===== src/rtl/bcd_counter_n.sv =====
// -----------------------------------------------------------------------------
// bcd_counter_n
//
// Purpose:
//   Multi-digit BCD up/down counter built from DIGITS cascaded decades.
//   Supports count enable, direction, synchronous parallel load with BCD
//   validation, wrap or saturate behaviour at the limit, and registered
//   one-cycle carry/borrow and load-error pulses.
//
// Parameters:
//   DIGITS    number of BCD decades (1..8); cnt is 4*DIGITS bits wide
//   WRAP      1: wrap 99..9 <-> 00..0 with a co pulse; 0: saturate at limit
//
// Ports:
//   clk       in   1          rising-edge clock
//   rst       in   1          asynchronous, active-low reset
//   en        in   1          count enable
//   up        in   1          direction: 1 = increment, 0 = decrement
//   load      in   1          synchronous parallel load request (wins over en)
//   load_val  in   4*DIGITS   BCD load value; digit i in bits [4i+3:4i]
//   cnt       out  4*DIGITS   registered BCD count; digit 0 least significant
//   co        out  1          registered one-cycle carry/borrow pulse on wrap
//   at_limit  out  1          combinational: all-9s when up=1, all-0s when up=0
//   err       out  1          registered one-cycle pulse on a rejected load
// -----------------------------------------------------------------------------
module bcd_counter_n #(
   parameter int DIGITS = 2,
   parameter int WRAP   = 1
) (
   input  logic                  clk,
   input  logic                  rst,
   input  logic                  en,
   input  logic                  up,
   input  logic                  load,
   input  logic [4*DIGITS-1:0]   load_val,
   output logic [4*DIGITS-1:0]   cnt,
   output logic                  co,
   output logic                  at_limit,
   output logic                  err
);

   localparam int W = 4 * DIGITS;
   localparam logic [W-1:0] ALL_NINES = {DIGITS{4'h9}};

   logic [W-1:0]      cnt_q;
   logic              co_q;
   logic              err_q;

   // Per-digit status of the current count and of the load value.
   logic [DIGITS-1:0] dig_is9;
   logic [DIGITS-1:0] dig_is0;
   logic [DIGITS-1:0] lv_ok;

   // Ripple enables: digit i moves only when every lower digit is at its
   // rollover value (9 going up, 0 going down). Digit 0 always moves.
   logic [DIGITS-1:0] low_all9;
   logic [DIGITS-1:0] low_all0;

   logic [W-1:0]      cnt_inc;
   logic [W-1:0]      cnt_dec;

   logic              all9;
   logic              all0;
   logic              load_ok;

   genvar i;
   generate
      for (i = 0; i < DIGITS; i++) begin : g_digit
         assign dig_is9[i] = (cnt_q[4*i +: 4] == 4'd9);
         assign dig_is0[i] = (cnt_q[4*i +: 4] == 4'd0);
         assign lv_ok[i]   = (load_val[4*i +: 4] <= 4'd9);

         if (i == 0) begin : g_first
            assign low_all9[i] = 1'b1;
            assign low_all0[i] = 1'b1;
         end else begin : g_rest
            assign low_all9[i] = low_all9[i-1] & dig_is9[i-1];
            assign low_all0[i] = low_all0[i-1] & dig_is0[i-1];
         end

         // Incremented and decremented digit; a digit only ever holds 0..9,
         // so the 9->0 and 0->9 cases are the only rollovers needed.
         always_comb begin
            cnt_inc[4*i +: 4] = cnt_q[4*i +: 4];
            if (low_all9[i]) begin
               if (dig_is9[i]) cnt_inc[4*i +: 4] = 4'd0;
               else            cnt_inc[4*i +: 4] = cnt_q[4*i +: 4] + 4'd1;
            end
         end

         always_comb begin
            cnt_dec[4*i +: 4] = cnt_q[4*i +: 4];
            if (low_all0[i]) begin
               if (dig_is0[i]) cnt_dec[4*i +: 4] = 4'd9;
               else            cnt_dec[4*i +: 4] = cnt_q[4*i +: 4] - 4'd1;
            end
         end
      end
   endgenerate

   assign all9     = &dig_is9;
   assign all0     = &dig_is0;
   assign load_ok  = &lv_ok;

   // Depends on the live direction input, not on en.
   assign at_limit = up ? all9 : all0;

   // co and err default to 0 on every edge so each is a single-cycle pulse.
   // A rejected load leaves the count untouched.
   always_ff @(posedge clk or negedge rst) begin
      if (!rst) begin
         cnt_q <= '0;
         co_q  <= 1'b0;
         err_q <= 1'b0;
      end else begin
         co_q  <= 1'b0;
         err_q <= 1'b0;
         if (load) begin
            if (load_ok) cnt_q <= load_val;
            else         err_q <= 1'b1;
         end else if (en) begin
            if (at_limit) begin
               if (WRAP != 0) begin
                  cnt_q <= up ? '0 : ALL_NINES;
                  co_q  <= 1'b1;
               end
            end else begin
               cnt_q <= up ? cnt_inc : cnt_dec;
            end
         end
      end
   end

   assign cnt = cnt_q;
   assign co  = co_q;
   assign err = err_q;

endmodule


===== config.mk =====
export PLATFORM = sky130hd
export DESIGN_NAME = bcd_counter_n
export DESIGN_NICKNAME = d
export VERILOG_FILES = /design/src/rtl/bcd_counter_n.sv
export SDC_FILE = /design/constraint.sdc
export NUM_CORES = 1
export LEC_CHECK = 0
export CAP_MARGIN = 25
export CORE_MARGIN = 3
export CORE_UTILIZATION = 50
export CTS_BUF_LIST = sky130_fd_sc_hd__clkbuf_8
export CTS_CLUSTER_DIAMETER = 120
export CTS_CLUSTER_SIZE = 25
export DETAILED_ROUTE_END_ITERATION = 8
export PLACE_DENSITY = 0.81
export SKIP_LAST_GASP = 1
export SLEW_MARGIN = 40
export SYNTH_ARGS = -nofsm -noshare
export SYNTH_HDL_FRONTEND = slang
export SYNTH_SLANG_ARGS = --single-unit
export TNS_END_PERCENT = 20

===== constraint.sdc =====
create_clock -name clk -period 2.7 [get_ports clk]
set_clock_uncertainty 0.2 [all_clocks]
set_input_delay 0.54 -clock clk [delete_from_list [all_inputs] [get_ports clk]]
set_output_delay 0.54 -clock clk [all_outputs]
set_load 0.02 [all_outputs]

=== Word level (Yosys, flattened, before mapping) ===
Cells that the tools add are included.

* Register bits: 10
* Latch bits: 0
* Bits in writable memories: 0
* Memory bits (read-only): 0
* Bits of input ports: 13
* Output and inout port bits: 11
* Memories kept: 0

* Add/sub/neg operators: 4
* Multipliers: 0
* Divide/modulo/power cells: 0
* Magnitude comparators: 2
* Eq/ne operators: 4
* Shifts and indexed selects: 0
* Muxes and demuxes: 18
* Bitwise gates (word level): 0
* Reductions and logical operators: 9

{| class="wikitable"
|+ Operators by type and width
! operator !! number
|-
| $mux 8 || 6
|-
| $mux 4 || 6
|-
| $add 4x1->4 const B || 2
|-
| $eq 4x4->1 const B || 2
|-
| $le 4x4->1 const B || 2
|-
| $logic_not 4->1 || 2
|-
| $reduce_and 2->1 || 4
|-
| $sub 4x1->4 const B || 2
|-
| $mux 1 || 6
|-
| $ne 4x1->1 const B || 1
|-
| $reduce_and 4->1 || 1
|-
| $reduce_bool 4->1 || 1
|-
| $ne 2x1->1 const B || 1
|-
| $reduce_bool 2->1 || 1
|}

=== Depth between registers and ports, before layout ===
* Depth in word-level cells: 7
* Gate-level depth with buffers: 6
* Depth with buffers taken out: 6

=== Worst setup path before layout ===
OpenSTA, ideal clock, no wires.

* Path kind: reg2out
* From: reg cnt_q[1], in the netlist cnt[1]
* To: out at_limit
* Arrival: 1.331 ns
* Setup slack: 0.629 ns
* Stages on the path, launching flop included: 6
* Buffers on the path: 0
* Cells stage by stage: dfrtp_1 -> inv_1 -> ha_1 -> and3b_1 -> nand4_1 -> nand2_1

* Longest elaborated chain between the ends: 3
* Elaborated cells on any way between the ends: 5
* Classes of those cells: eq/ne: 1; mux: 1; reduce/logical: 3

{| class="wikitable"
|+ RTL lines
! element !! line !! source
|-
| from (decl) || 45 || <nowiki>logic [W-1:0] cnt_q;</nowiki>
|-
| from (signal assigned) || 119 || <nowiki>if (load_ok) cnt_q <= load_val;</nowiki>
|-
| from (signal assigned) || 124 || <nowiki>cnt_q <= up ? '0 : ALL_NINES;</nowiki>
|-
| from (signal assigned) || 128 || <nowiki>cnt_q <= up ? cnt_inc : cnt_dec;</nowiki>
|-
| $eq 4x4->1 / $logic_not 4->1 (equally long branches) || 69, 70 ||
|-
| $reduce_and 2->1, on equally long branches || 101, 102 ||
|-
| $mux 1 * || 106 || <nowiki>assign at_limit = up ? all9 : all0;</nowiki>
|-
| to (decl) || 38 || <nowiki>output logic at_limit,</nowiki>
|}

Every way passes the cells marked *; elsewhere a longest branch is shown, timed or not.

=== Final worst setup path ===
* From: reg cnt_q[0], in the netlist cnt[0]
* To: out at_limit

The elaborated chain is that of the path after synthesis.

==> results.ini <==
[power_and_ir_drop]
cellLeakagePower_nw = 0.552
ir_drop_mv = 0.499
power_density_mw_per_mm2 = 651
power_mw = 0.839

[grt]
grt_first_pass_wirelength_mm = 4.31
grt_overflow_total = 0
global_route.usage.met2_pct = 32.6
grt_start_max_net_pins = 17
use_met3_pct = 2.75
track_usage_pct = 22.8
antenna_found_initial = 0
busiest_layer = met1
grt_pass1_vias = 898
grt_use_met1_pct = 34.1

[worst_hold_path]
hold_class = in -> async

[timing]
hold_ws_ps = 424
slew_headroom_pct = 67.8
hold_violations = 0
finalSetupViolCount = 0
max_freq_mhz = 398
min_period_ps = 2510
rsz0062_at_grt = no
slew_viol_final = 0
setup-tns-final_ps = 0
setup_ws_ps = 189
fin_crit_sh_pct = 93.0
worst_pin_slew_ps = 481

[routing]
drt-pass1-iter-count = 4
viasPerCell = 5.92
drt_wl_total_mm = 2.53
drc = 0
wire_per_inst_um = 14.9
drtIter0Drc = 22
route.vias.total = 1006
ant_nets = 0

[synth]
synth_edf_count = 0
avgSynthCellArea_um2 = 8.06
synthTopCellsByArea = dfrtp_1, ha_1, o21ai_0
yosysSeqAreaShare_pct = 26.8
async_reset_ff_share_pct = 100
synth_top_area_share_pct = 26.8
syn_inst = 116
syn-cell-area_um2 = 935
synth_nets = 133
ys_warn_count = 0
synth.distinct_cells = 41
ys_seq_elements = 10
yosysTopAreaCell = dfrtp_1
synth-main-ff-cell = dfrtp_1

[layout]
final_cell_area_mm2 = 0.00129
diodes = 0
fin_nets = 164
fin_util_pct = 79.1
mostFrequentLayoutCells = clkdlybuf4s50_1, buf_4, o21ai_0, dfrtp_1, nand2_1
drive_gt1_share_pct = 15.8
syn2layout_area_growth_pct = 37.9
final_common_cell = clkdlybuf4s50_1
layout.cells.non_filler = 170

[placement]
gp_congestion = 0.852
post-place-ws_ps = -53.5
dp_hpwl_mm = 1.91
port_buffers = 23
dp.cells = 166
dpl_cell_area_mm2 = 0.00123

[worst_setup_path]
cp_max_fo = 5
reg2reg_from = cnt[0]
crit_required_ps = 1960
cp-start-kind = register
worstSetupStartpoint = cnt[0]
cp.arrival_ps = 1770
r2r_cells = 6
end_kind = output port
worst-setup-path-type = reg -> out

[floorplan]
die_w_um = 49.2
die_y_um = 49.2
io_pins = 24
initial_core_util_pct = 57.4
core_area_mm2 = 0.00163
rows = 14
design.die.area_mm2 = 0.00242

[clocking]
cts.sink_count = 10
clk_pin_slew_worst_paths_ps = 50
cts.path.max_buffers = 2
root_buffer = clkbuf_8
ctsHtreeMaxLevel = 1
cts_buffers = 3
clock_latency_ps = 240
hold_buffers = 0
cts_tree = yes
cts_setup_buffers = 0

[run]
drv_cap = 0

[run_status]
status = complete, no violations

routing by layer:
| layer | wire (µm) | share of wire (%) | vias up |
|---|---|---|---|
| li1 | - | - | 496 |
| met1 | 1180 | 47 | 463 |
| met2 | 1140 | 45 | 38 |
| met3 | 143 | 5.7 | 9 |
| met4 | 63 | 2.5 | 0 |
| met5 | 0 | 0 | - |
cell usage after synthesis, types with 2 or more instances:
library cell,n
a21boi_0,2
a21o_1,2
a21oi_1,3
a31o_2,2
a31oi_1,4
and3_1,3
and3b_1,2
and4b_1,2
buf_2,7
dfrtp_1,10
ha_1,4
inv_1,3
nand2_1,9
nand2b_1,7
nand3_1,4
nand4_1,2
nor2_1,6
nor2b_1,4
nor3_1,5
o211ai_1,2
o21a_1,2
o21ai_0,10
o32ai_1,2
or4_1,2
critical path, cell delays in order (launching register included):
cell and delay, ps:
dfrtp_1 380, inv_1 120, ha_1 240, nor3b_2 250, nand3_1 130, nand2_1 80, dlygate4sd2_1 320
worst paths after layout:
| check | end | slack [ps] |
|---|---|---|
| min in group clk | cnt[0] | 460 |
| worst max-delay path | at_limit | 190 |
| worst min-delay path | cnt[4] | 420 |
| worst min register to register | cnt[0] | 460 |
| max in group asynchronous | cnt[0] | 1550 |
| worst max register to register | cnt[5] | 640 |
final cells by class:
class | count | area, µm²
Timing Repair Buffer | 35 | 319
Multi-Input combinational cell | 94 | 623
Fill cell | 123 | 340
Clock buffer | 4 | 55.1
Inverter | 3 | 11.3
Sequential cell | 10 | 250
Tap cell | 24 | 30.0
kinds of logic (layout without fill, tap and decap cells):
| family | Yosys count | after routing | share of synthesized area, % |
|---|---|---|---|
| AOI/OAI and AO/OA | 38 | 38 | 28.5 |
| adders and majority gates | 4 | 4 | 5.35 |
| buffers and inverters | 12 | 42 | 6.56 |
| DFF | 10 | 10 | 26.8 |
| muxes | 1 | 1 | 1.20 |
| and+or+nand+nor | 51 | 51 | 31.6 |
timing repair:
| item | in CTS | in global routing |
|---|---|---|
| gates resized for setup | 1 | 0 |
| setup endpoints to repair | 1 | 0 |
| hold endpoints to repair | 0 | 0 |
registers in the layout, summed over array words and instances (netlist names):
name  flops
err       1
cnt       8
co        1
report_power, final:
group | switching, mW | internal (mW) | total, mW
clock | 0.0591 | 0.128 | 0.187
sequential | 0.0425 | 0.181 | 0.224
combinational | 0.213 | 0.214 | 0.428
(Power assumes the default switching activity.)
==> variant 1: new RTL, same settings <==
Change the parameter `WRAP` from 1 to 0. Comments in the files are not updated.
--- a/src/rtl/bcd_counter_n.sv
+++ b/src/rtl/bcd_counter_n.sv
@@ -25,7 +25,7 @@
 // -----------------------------------------------------------------------------
 module bcd_counter_n #(
    parameter int DIGITS = 2,
-   parameter int WRAP   = 1
+   parameter int WRAP   = 0
 ) (
    input  logic                  clk,
    input  logic                  rst,
Behaviour: not the same (Yosys sat finds a counterexample within 4 cycles, from zero or initial values and one cycle with rst low).
==> variant 1 against the original RTL <==
  * Synthesized area down 3.6%
  * Routed wire length up 5.5%
  * Final area down 2.7%
  * Sequential cell count down 1
  * First-iteration DRC count up 120%
  * Total power down 11%
  * Setup slack better by 0.011 ns
==> variant 1: results (changes against the original RTL) <==
| Metric | Value |
|---|---|
| Worst flop-to-flop path endpoint | cnt[4] |
| Leak | 0.5280 nW (-4.4%) |
| Post-Synthesis Net Count | 126 (-5.3%) |
| Place WS | -0.4919 ns (-0.4383 ns) |
| Most frequent cells after synthesis | nand2_1 (13), nor2_1 (11), dfrtp_1 (9), o21ai_0 (8), inv_1 (6) |
| Status | complete, no violations |
| Iter 0 DRT Violations | 49 (+120%) |
| Worst IR Drop VDD | 0.0003533 V (-29%) |
| Largest cells by area after synthesis | dfrtp_1 (25%), nand2_1 (5.4%), nor2_1 (4.6%) |
| Port bufs | 22 (-4.3%) |
| Number of global-route vias before repair | 977 (+8.8%) |
| Worst R2R Start | cnt[1] |
| Placer congestion estimate | 0.8536 (+0.14%) |
| Postcts setup bufs | 0 (unchanged) |
| Yosys warns | 0 (unchanged) |
| Flop-to-flop setup slack | 0.41 ns (-0.23 ns) |
| Drt total wl | 2667 um (+5.5%) |
| HPWL Detailed | 2019 um (+5.6%) |
| Vias | 1027 (+2.1%) |
| Largest net degree at the start of global routing | 15 (-2) |
| Layout Nets | 158 (-3.7%) |
| Max H-tree Level | 1 (unchanged) |
| CTS clk-pin slew, worst paths | 0.05 ns (about the same) |
| Psw | 0.0003012 W (-4.4%) |
| Gr usage total | 24.02% (+1.3 points) |
| Max FO, Critical Path | 3 (-2) |
| First-pass GRT wire length | 4443 um (+3.2%) |
| Post-synthesis sequential area ratio | 25.00% (-1.8 points) |
| Share of cells above drive strength 1 | 24.31% (+8.6 points) |
| DR pass1 iterations | 4 (unchanged) |
| CTS max path bufs | 2 (unchanged) |
[variant 1: per-layer routing]
layer  global-route usage (%)  wire length (um)  vias up
li1                         -                 -      479
met1                    28.98              1057      483
met2                    41.51              1279       59
met3                    5.828               269        6
met4                    8.531                60        0
met5                        0                 0        -
[variant 1: kinds of logic (layout without fill, tap and decap cells)]
kind of cell | after synthesis | count (layout) | synth area share [%]
other | 1 | 1 | 0.4163
AOI/OAI and AO/OA | 32 | 32 | 27.64
xor gates and xnor gates | 3 | 3 | 2.917
and+or+nand+nor | 48 | 48 | 30.28
buffers and inverters | 18 | 49 | 11.39
DFF | 9 | 9 | 25.00
muxes | 2 | 2 | 2.361
[variant 1: cell type report]
class / count / area [um^2]
Multi-Input combinational cell: 86 / 579.3
Inverter: 6 / 22.52
Sequential cell: 9 / 225.2
Timing Repair Buffer: 39 / 351.6
Clock inverter: 1 / 3.754
Tap cell: 24 / 30.03
Fill cell: 115 / 340.3
Clock buffer: 3 / 41.29
[variant 1: what timing repair did]
item / in CTS / in global routing
gates resized for setup: 8 / 2
cloned: 0 / 0
setup endpoints to repair: 5 / 5
pin swaps: 0 / 1
hold buffers: 0 / 0
hold endpoints to repair: 0 / 0
[variant 1: worst max-delay path: stages (launching register included)]
cell	delay (ns)
dfrtp_1	0.41
or3b_1	0.41
or4_4	0.49
nand2_1	0.09
buf_6	0.12
[variant 1: power groups by stage]
stage          logic (W)  clock network [W]  registers [W]
6_report        0.000408           0.000164       0.000178
3_3_place_gp    0.000384                  0       0.000180
2_1_floorplan   0.000222                  0       0.000212
3_5_place_dp    0.000394                  0       0.000181
5_1_grt         0.000441           0.000174       0.000181
4_1_cts         0.000401           0.000165       0.000178
[variant 1: stage by stage]
stage               total power, W  std cells  TNS (ns)  hold slack (ns)  cell area, um^2
finish                   0.0007499        168         0           0.4102             1254
global route             0.0007967        168         0           0.4269             1254
CTS                      0.0007444        168  -0.02404           0.4181             1249
detailed placement       0.0005752        164    -1.407           0.5039             1199
global placement         0.0005637        164    -1.027           0.4999             1199
floorplan                0.0004338        113         0          0.04441            900.9
[variant 1: worst max path at each step]
stage,start,endpoint,slack (ns),cells after the start
finish,cnt[1],at_limit,0.20,4
global route,cnt[1],at_limit,0.14,4
CTS,up,at_limit,-0.02,5
detailed placement,up,at_limit,-0.49,5
global placement,up,at_limit,-0.46,5
floorplan,cnt[5],at_limit,0.25,4
==> variant 2: new RTL, same settings <==
Made on the original files. Register the output `cnt` once more, with the module's reset; this adds one clock of latency there. The other outputs are not delayed to match. Comments in the files are not updated.
--- a/src/rtl/bcd_counter_n.sv
+++ b/src/rtl/bcd_counter_n.sv
@@ -131,7 +131,13 @@
       end
    end
 
-   assign cnt = cnt_q;
+   always_ff @(posedge clk or negedge rst) begin
+      if (!rst) begin
+         cnt <= '0;
+      end else begin
+         cnt <= cnt_q;
+      end
+   end
    assign co  = co_q;
    assign err = err_q;
 
Formal check against the unedited RTL: not equivalent (a bounded check fails within 4 cycles, from zero or initial values and one cycle with rst low).
==> variant 2 against the original RTL <==
  * Register-to-register slack got worse by 0.09 ns
  * Final cell count rose by 7.6%
  * Routed wire length rose by 13%
  * Non-clock buffer count rose by 3
  * Count of clock-buffer cells in the layout fell by 1
  * Total power rose by 21%
  * Setup slack improved by 0.019 ns
  * Sequential power rose by 62%
  * Synthesized area rose by 23%
  * First-iteration DRC count rose by 95%
  * Maximum frequency rose by 0.78%
  * Sequential cell count rose by 8
  * Final area rose by 17%
==> variant 2: results (changes against the original RTL) <==
| Metric | Value |
|---|---|
| Status | complete, no violations |
| M1 WL | 1292 um (+9.3%) |
| Met1 usage | 32.77% (-1.3 points) |
| Leak | 0.6505 nW (+18%) |
| P_seq | 0.000363 W (+62%) |
| Worst R2R Start | cnt_q[0] |
| Place WS | -0.1520 ns (-0.09845 ns) |
| Flop-to-flop setup slack | 0.55 ns (-0.09 ns) |
| Clock net power | 0.000179 W (-4%) |
| WL met2 | 1347 um (+18%) |
| Top delay family on crit path | buffers and inverters |
| Vias | 1091 (+8.4%) |
| Fin Hold WS | 0.003700 ns (-0.4200 ns) |
| Post-synthesis sequential area ratio | 39.09% (+12 points) |
| Share of cells above drive strength 1 | 19.23% (+3.5 points) |
| HPWL Detailed | 2142 um (+12%) |
| DR WL met3 | 176 um (+23%) |
| Total placed cells including tap cells | 180 (+8.4%) |
| Worst flop-to-flop path endpoint | cnt_q[5] |
| Largest net degree at the start of global routing | 19 (+2) |
| Psw | 0.0003567 W (+13%) |
| Post_cts resized | 2 (+1) |
| Iter 0 DRT Violations | 43 (+95%) |
| Post-Synthesis Net Count | 140 (+5.3%) |
| First-pass GRT wire length | 4830 um (+12%) |
| Most frequent cells after synthesis | dfrtp_1 (18), o21ai_0 (10), nand2_1 (9), nand2b_1 (7), nor2_1 (6) |
| DR pass1 iterations | 5 (+1) |
| Placed cell areas | 1471 um^2 (+19%) |
-- variant 2: cells by family after synthesis --
logic type	Yosys count	synth area share, %
AOI/OAI and AO/OA	38	23.67
DFF	18	39.09
and+or+nand+nor	51	25.95
muxes	1	0.9771
buffers and inverters	11	5.971
adders and majority gates	4	4.343
-- variant 2: worst max path at each step --
| stage | start | cells after the start | slack (ns) | endpoint |
|---|---|---|---|---|
| final | up | 5 | 0.21 | at_limit |
| after detailed placement | up | 5 | -0.15 | at_limit |
| after floorplan | cnt_q[0] | 5 | 0.71 | at_limit |
| after global routing | cnt_q[0] | 6 | 0.06 | at_limit |
| after global placement | up | 5 | -0.13 | at_limit |
| after CTS | up | 5 | 0.18 | at_limit |
-- variant 2: area by class of cell --
class                   instances  area (um^2)  share of cell area, %
clock buffers                   3        41.29                  2.732
inverters                       3        11.26                 0.7450
multi-input cells              94        638.1                  42.22
flip-flops and latches         18        450.4                  29.80
well taps                      27        33.78                  2.235
repair buffers                 38        336.6                  22.27
